--- src/rtl/slice_rr_arbiter.sv ---
// slice_rr_arbiter
//   Round-robin time-sliced arbiter for one shared slotted resource. Each grant lasts until the
//   owner releases its request or the slot counter reaches SLICE_LEN-1. Every grant is followed
//   by exactly one dead (handover) cycle.
// Ports
//   i_clk        clock, rising edge
//   i_rst_n      asynchronous active-low reset
//   i_enable     global advance enable; low freezes all state
//   i_req        level requests, bit k = requester k
//   o_grant      registered one-hot grant, or all zero
//   o_owner      index of current or last owner
//   o_slot_cnt   slot index inside the current slice
//   o_busy       high while a grant is active
//   o_slice_end  one-cycle pulse: slice expired while the owner still requested
module slice_rr_arbiter #(
   parameter int unsigned N_REQ     = 4,
   parameter int unsigned SLICE_LEN = 25,
   parameter int unsigned CNT_W     = 5
) (
   input  logic                       i_clk,
   input  logic                       i_rst_n,
   input  logic                       i_enable,
   input  logic [N_REQ-1:0]           i_req,
   output logic [N_REQ-1:0]           o_grant,
   output logic [$clog2(N_REQ)-1:0]   o_owner,
   output logic [CNT_W-1:0]           o_slot_cnt,
   output logic                       o_busy,
   output logic                       o_slice_end
);

   localparam int unsigned OWN_W = $clog2(N_REQ);
   localparam logic [CNT_W-1:0] LAST_SLOT = CNT_W'(SLICE_LEN - 1);
   localparam logic [OWN_W-1:0] LAST_REQ  = OWN_W'(N_REQ - 1);

   typedef enum logic [1:0] {StIdle, StGrant, StHandover} state_e;

   state_e             state_q, state_d;
   logic [OWN_W-1:0]   owner_q, owner_d;
   logic [OWN_W-1:0]   ptr_q, ptr_d;
   logic [CNT_W-1:0]   slot_q, slot_d;
   logic [N_REQ-1:0]   grant_q, grant_d;
   logic               busy_q, busy_d;
   logic               slice_end_q, slice_end_d;

   logic [OWN_W-1:0]   win_idx;
   logic               win_found;
   int unsigned        scan_idx;
   logic [OWN_W-1:0]   ptr_next;
   logic [N_REQ-1:0]   win_onehot;

   // Round-robin pick: first set request scanning ptr, ptr+1, ... modulo N_REQ.
   always_comb begin
      win_found = 1'b0;
      win_idx   = '0;
      scan_idx  = 0;
      for (int unsigned i = 0; i < N_REQ; i++) begin
         scan_idx = (int'(ptr_q) + i) % N_REQ;
         if (!win_found && i_req[OWN_W'(scan_idx)]) begin
            win_found = 1'b1;
            win_idx   = OWN_W'(scan_idx);
         end
      end
   end

   assign win_onehot = {{(N_REQ-1){1'b0}}, 1'b1} << win_idx;
   assign ptr_next   = (owner_q == LAST_REQ) ? '0 : owner_q + 1'b1;

   always_comb begin
      state_d     = state_q;
      owner_d     = owner_q;
      ptr_d       = ptr_q;
      slot_d      = slot_q;
      grant_d     = grant_q;
      busy_d      = busy_q;
      slice_end_d = slice_end_q;
      if (i_enable) begin
         slice_end_d = 1'b0;
         unique case (state_q)
            StIdle, StHandover: begin
               if (win_found) begin
                  state_d = StGrant;
                  owner_d = win_idx;
                  grant_d = win_onehot;
                  busy_d  = 1'b1;
                  slot_d  = '0;
               end else begin
                  state_d = StIdle;
               end
            end
            StGrant: begin
               if (!i_req[owner_q] || (slot_q == LAST_SLOT)) begin
                  state_d     = StHandover;
                  // Release wins over expiry: only a still-held request flags slice end.
                  slice_end_d = i_req[owner_q];
                  ptr_d       = ptr_next;
                  slot_d      = '0;
                  grant_d     = '0;
                  busy_d      = 1'b0;
               end else begin
                  slot_d = slot_q + 1'b1;
               end
            end
            default: begin
               state_d = StIdle;
               grant_d = '0;
               busy_d  = 1'b0;
            end
         endcase
      end
   end

   always_ff @(posedge i_clk or negedge i_rst_n) begin
      if (!i_rst_n) begin
         state_q     <= StIdle;
         owner_q     <= '0;
         ptr_q       <= '0;
         slot_q      <= '0;
         grant_q     <= '0;
         busy_q      <= 1'b0;
         slice_end_q <= 1'b0;
      end else begin
         state_q     <= state_d;
         owner_q     <= owner_d;
         ptr_q       <= ptr_d;
         slot_q      <= slot_d;
         grant_q     <= grant_d;
         busy_q      <= busy_d;
         slice_end_q <= slice_end_d;
      end
   end

   assign o_grant     = grant_q;
   assign o_owner     = owner_q;
   assign o_slot_cnt  = slot_q;
   assign o_busy      = busy_q;
   // The pulse register freezes with everything else; the output is masked while disabled.
   assign o_slice_end = slice_end_q & i_enable;

endmodule

--- config.mk ---
export PLATFORM = sky130hd
export DESIGN_NAME = slice_rr_arbiter
export DESIGN_NICKNAME = d
export VERILOG_FILES = /design/src/rtl/slice_rr_arbiter.sv
export SDC_FILE = /design/constraint.sdc
export NUM_CORES = 1
export LEC_CHECK = 0
export ABC_AREA = 1
export CORE_UTILIZATION = 53
export CTS_CLUSTER_DIAMETER = 150
export DETAILED_ROUTE_END_ITERATION = 7
export MAX_ROUTING_LAYER = met4
export PLACE_DENSITY = 0.83
export SLEW_MARGIN = 20
export SYNTH_ARGS = -nofsm -noshare
export SYNTH_HDL_FRONTEND = slang
export SYNTH_SLANG_ARGS = --single-unit
--- constraint.sdc ---
create_clock -name i_clk -period 1.7 [get_ports i_clk]
set_clock_uncertainty 0.1 [all_clocks]
set_input_delay 0.34 -clock i_clk [delete_from_list [all_inputs] [get_ports i_clk]]
set_output_delay 0.34 -clock i_clk [all_outputs]
set_load 0.02 [all_outputs]
# Word-level counts from Yosys, hierarchy flattened
# Index checks and enable logic that the tools add are counted.
dict set report word_totals {
  ff_bits 17
  latchBits 0
  mem_bits_rw 0
  romBits 0
  output_inout_bits 13
  wordCells 74
  n_memories 0
}
dict set report classes {
  addsub 5
  mul 0
  n_div 0
  magnitude_cmp 5
  eq_ne 6
  shifts 1
  muxes 33
  n_bitwise 1
  n_reduce_logical 16
}
# op count
set ops {}
lappend ops {{< comparator 2 x 3 -> 1 bit, second input constant} 5}
lappend ops {{two-way mux 1 bit} 14}
lappend ops {{two-way mux 2 bit} 6}
lappend ops {{AND reduction 3 bit} 4}
lappend ops {{binary-select mux 1 bit (select 2 bit)} 5}
lappend ops {{two-way mux 5 bit} 2}
lappend ops {{case mux 5 bit (2 select lines)} 1}
lappend ops {{two-way mux 4 bit} 2}
lappend ops {{case mux 4 bit (2 select lines)} 1}
lappend ops {{adder 5 x 1 -> 5 bit, second input constant} 1}
lappend ops {{equality test 5 bit, second input constant} 1}
lappend ops {{adder 2 x 1 -> 2 bit, second input constant} 2}
lappend ops {{adder 2 bit, second input constant} 2}
lappend ops {{equality test 2 bit, second input constant} 2}
lappend ops {{logical NOT 1 bit} 4}
lappend ops {{inequality test 2 bit, second input constant} 2}
lappend ops {{case mux 2 bit (2 select lines)} 1}
lappend ops {{<< shifter 1 x 2 -> 4 bit, first input constant} 1}
lappend ops {{logical AND 1 bit} 3}
lappend ops {{equality test 2 x 1 -> 1 bit, second input constant} 1}
lappend ops {{logical NOT 2 bit} 1}
lappend ops {{case mux 1 bit (2 select lines)} 1}
lappend ops {{AND reduction 2 bit} 1}
lappend ops {{nonzero test 2 bit} 1}
lappend ops {{other kinds (3)} 3}

# Depth between registers and ports, before layout
dict set report depth {
  ltp_word 15
  mapped_depth 12
  depth_no_buf 12
}

# Worst setup path after synthesis
# No wires, ideal clock.
dict set report synth_path {
  path_type {reg2reg}
  from {register slot_q[0], in the netlist o_slot_cnt[0]}
  to {register ptr_q[0]}
  setup_ns 0.121
  arrival_time_ns 1.424
  required_ns 1.479
  path_slack_ns 0.055
  stages_incl_launch_ff 10
  path_buffers 0
  period_less_slack_ns 1.645
  cell_sequence {dfrtp_1 -> inv_1 -> ha_1 -> nand3_1 -> nand2_1 -> nor2_1 -> nor2_1 -> nand2_1 -> nand2_1 -> o21ai_1}
}
dict set report synth_between {
  elab_chain_len 3
}
# item line
set synth_rtl {}
lappend synth_rtl {{start, declared} 40} ;# logic [CNT_W-1:0] slot_q, slot_d;
lappend synth_rtl {{start signal, assigned} 125} ;# slot_q <= slot_d;
lappend synth_rtl {{equality test 5 bit} 91} ;# if (!i_req[owner_q] || (slot_q == LAST_SLOT)) begin
lappend synth_rtl {{logical OR 1 bit} 91}
lappend synth_rtl {{AND reduction 3 bit (no source line)} -}
lappend synth_rtl {{end signal, assigned} 124} ;# ptr_q <= ptr_d;
lappend synth_rtl {{end, declared} 39} ;# logic [OWN_W-1:0] ptr_q, ptr_d;
# Every way passes these cells.
# A chain may end at the register's enable or synchronous reset.

# Worst setup path in the final report
dict set report layout_path {
  from {input port i_enable}
  to {output port o_slice_end}
}
dict set report layout_between {
  elab_chain_len 1
}
# item line
set layout_rtl {}
lappend layout_rtl {{start, declared} 22} ;# input logic i_enable,
lappend layout_rtl {{bitwise AND 1 bit} 137} ;# assign o_slice_end = slice_end_q & i_enable;
lappend layout_rtl {{end, declared} 28} ;# output logic o_slice_end
# Every way passes these cells.

==> impl_metrics.yaml <==
timing:
  finalMaxSlewViolations: 0
  fmax_ghz: 0.610
  rsz0062_at_grt: "yes"
  relSlewSlack_pct: 84.3
  tightest_slew_ns: 0.235
  holdWs_ns: 0.262
  setup_viol: 0
  final.period_utilization_pct: 96.4
  fin_crit_ns: 1.64
  hold_violations: 0
synth:
  ys_top_cells_by_count: "66 x nand2_1, 17 x dfrtp_1, 15 x nand2_2, 13 x nor2_1, 12 x inv_1"
  synth_fp_nets: 183
  synth_compound_gate_area_share_pct: 5.89
  synth-simple-area-share_pct: 49.5
  yosysSeqAreaShare_pct: 33.9
  yosysTopAreaCell: "dfrtp_1"
  async_reset_ff_share_pct: 100
  yosysWarnings: 0
  synth_edf_count: 0
  synth_area_um2: 1250
  synth_top_family_by_area: "simple AND/OR/NAND/NOR gates"
  synth_top_flop_cell: "dfrtp_1"
  synth_xor_area_share_pct: 1.40
  yosys.area_share.adder_pct: 2.99
  avgSynthCellArea_um2: 7.25
  synth.mux.area_fraction_pct: 0
  netlist.area_leader.share_pct: 33.9
  netlist_instances: 173
  ys_seq_elements: 17
  synth.most_common_cell: "nand2_1"
  synth_top_cells_by_area: "dfrtp_1 34%, nand2_1 20%, nand2_2 7.5%"
  synth_cell_types: 26
clock_tree:
  path_clk_slew_ns: 0.11
  cts_inserted_buffers: 3
  cts-root-buf: "clkbuf_4"
  clock-sinks: 17
  cts_tree: "done"
  clock_latency_ns: 0.29
  clk_path_buf_depth: 2
  htreeDepth: 1
setup_path:
  r2r_slack_ns: 0.10
  arrival_ns: 1.20
  cp.required_ns: 1.26
  r2r_start: "ptr_q[0]"
  critPathCaptureType: "primary output"
  path_class: "primary input to primary output"
  timing.rr.end: "o_owner[0]"
  critPathLaunchType: "primary input"
  crit_path_max_fanout: 2
  crit_start: "i_enable"
  r2r_cells: 11
floorplanning:
  io_pins: 20
  rows: 17
  die_w_um: 50.6
  fp.dieH_um: 50.6
  die_area_um2: 2560
  start_util_pct: 56.7
  coreArea_um2: 2210
grt:
  gr-usage-all-layers_pct: 25.0
  grt_pass1_vias: 1138
  overflow: 0
  grt_pass1_wl_um: 4670
  grt_max_degree: 18
  antenna_found_initial: 0
layout:
  syn2layout_area_growth_pct: 28.4
  stdcell_count: 234
  antennaDiodeCount: 0
  layout.nets: 217
  layout-drive-gt1-share_pct: 33.0
placed_design:
  port_buffers: 19
  hpwlAfterDp_um: 2200
  dp_cells: 229
  globalplace.congestion: 0.852
power_and_ir_drop:
  leakagePower_nw: 0.901
  pwr_density_cell_nw_per_um2: 1670
  ir_worst_vdd_mv: 0.978
route:
  avgRoutedWirePerCell_um: 11.9
  first_pass_iters: 4
  via_per_inst: 5.17
  route.detailed.drc: 0
  antenna_left: 0
  wl_um: 2770
  drt_iter0_drc: 29
  num_vias: 1209
min_path:
  min_path_type: "primary input to asynchronous set/reset pin"
job:
  drv_cap: 0
run_status:
  outcome: "finished, final reports clean"
-- routing by layer --
metal  up-vias  GRT usage (%)  routed length [um]
met1       576           27.6                1170
li1        607              -                   -
met3         2           1.82                  94
met4         0           8.33                  17
met5         -              -                   0
met2        24           47.1                1490
-- cell type report --
type                    count  area, um2
clock buffers               3       22.5
clock inverters             1       5.00
fillers                   191        602
inverters                  19       73.8
multi-input cells         136        772
flip-flops and latches     17        428
well taps                  28       35.0
repair buffers             30        274
-- registers in the layout (all words and copies together), names as in the netlist --
register     flops
ptr_q            2
o_slot_cnt       5
slice_end_q      1
o_busy           1
state_q          2
o_grant          4
o_owner          2
-- timing repair --
item / 4_1_cts / 5_1_grt
pin swaps: 0 / 5
setup endpoints to repair: 13 / 18
buffers inserted: 0 / 1
hold buffers: 0 / 0
gates resized for setup: 12 / 19
-- stage by stage --
| step | setup TNS, ns | worst slack (ns) | power [mW] | area, um2 | util (%) |
|---|---|---|---|---|---|
| finish | 0 | 0.0614 | 2.69 | 1610 | 72.8 |
| global route | 0 | 0.000000222 | 2.92 | 1610 | 72.8 |
| CTS | 0 | 0.00146 | 2.62 | 1560 | 70.6 |
| detailed placement | -4.02 | -0.313 | 2.45 | 1550 | 69.9 |
| global placement | -2.92 | -0.235 | 2.36 | 1550 | 69.9 |
| floorplan | 0 | 0.0554 | 1.89 | 1250 | - |
-- logic make-up after synthesis --
| family | after synthesis |
|---|---|
| xor+xnor | 2 |
| flops | 17 |
| compound gates | 10 |
| buf+inv | 20 |
| fa+ha+maj | 3 |
| simple gates | 121 |
-- power breakdown --
group / total (mW) / internal [mW] / switching [mW] / leakage [nW]
Clock: 0.217 / 0.0873 / 0.130 / 0.0177
Sequential: 0.665 / 0.538 / 0.127 / 0.220
Combinational: 1.81 / 0.673 / 1.14 / 0.664
Total: 2.69 / 1.30 / 1.39 / 0.901
-- worst max-delay path: stages --
cell and delay (ns):
clkdlybuf4s50_1 0.47, nand2_1 0.06, inv_1 0.04, clkdlybuf4s15_1 0.29
-- placed cells by master, fill, tap and decap left out, types with 2 or more instances in the layout --
cell,netlist,layout
inv_2,7,9
nand2_1,66,62
dlymetal6s2s_1,0,4
nand2_2,15,19
inv_1,12,9
clkdlybuf4s50_1,0,4
dfrtp_2,0,2
o21ai_2,6,6
nor2_1,13,11
ha_1,3,2
nand2_4,4,4
dlygate4sd2_1,0,10
nand3_1,10,9
buf_4,1,10
nor2_2,1,3
nand3_2,3,4
clkbuf_4,0,3
nand3b_1,2,2
dfrtp_1,17,15
nor3_1,2,2
-- worst max-delay path by stage --
stage | end | slack (ns) | cells after the start
2_1_floorplan | ptr_q[0] | 0.06 | 9
3_3_place_gp | o_slice_end | -0.23 | 4
3_5_place_dp | ptr_q[1] | -0.31 | 11
4_1_cts | o_grant[0] | 0.001 | 1
5_1_grt | o_slice_end | 0.0000002 | 4
6_report | o_slice_end | 0.06 | 4
Power figures use the tool's default switching activity.
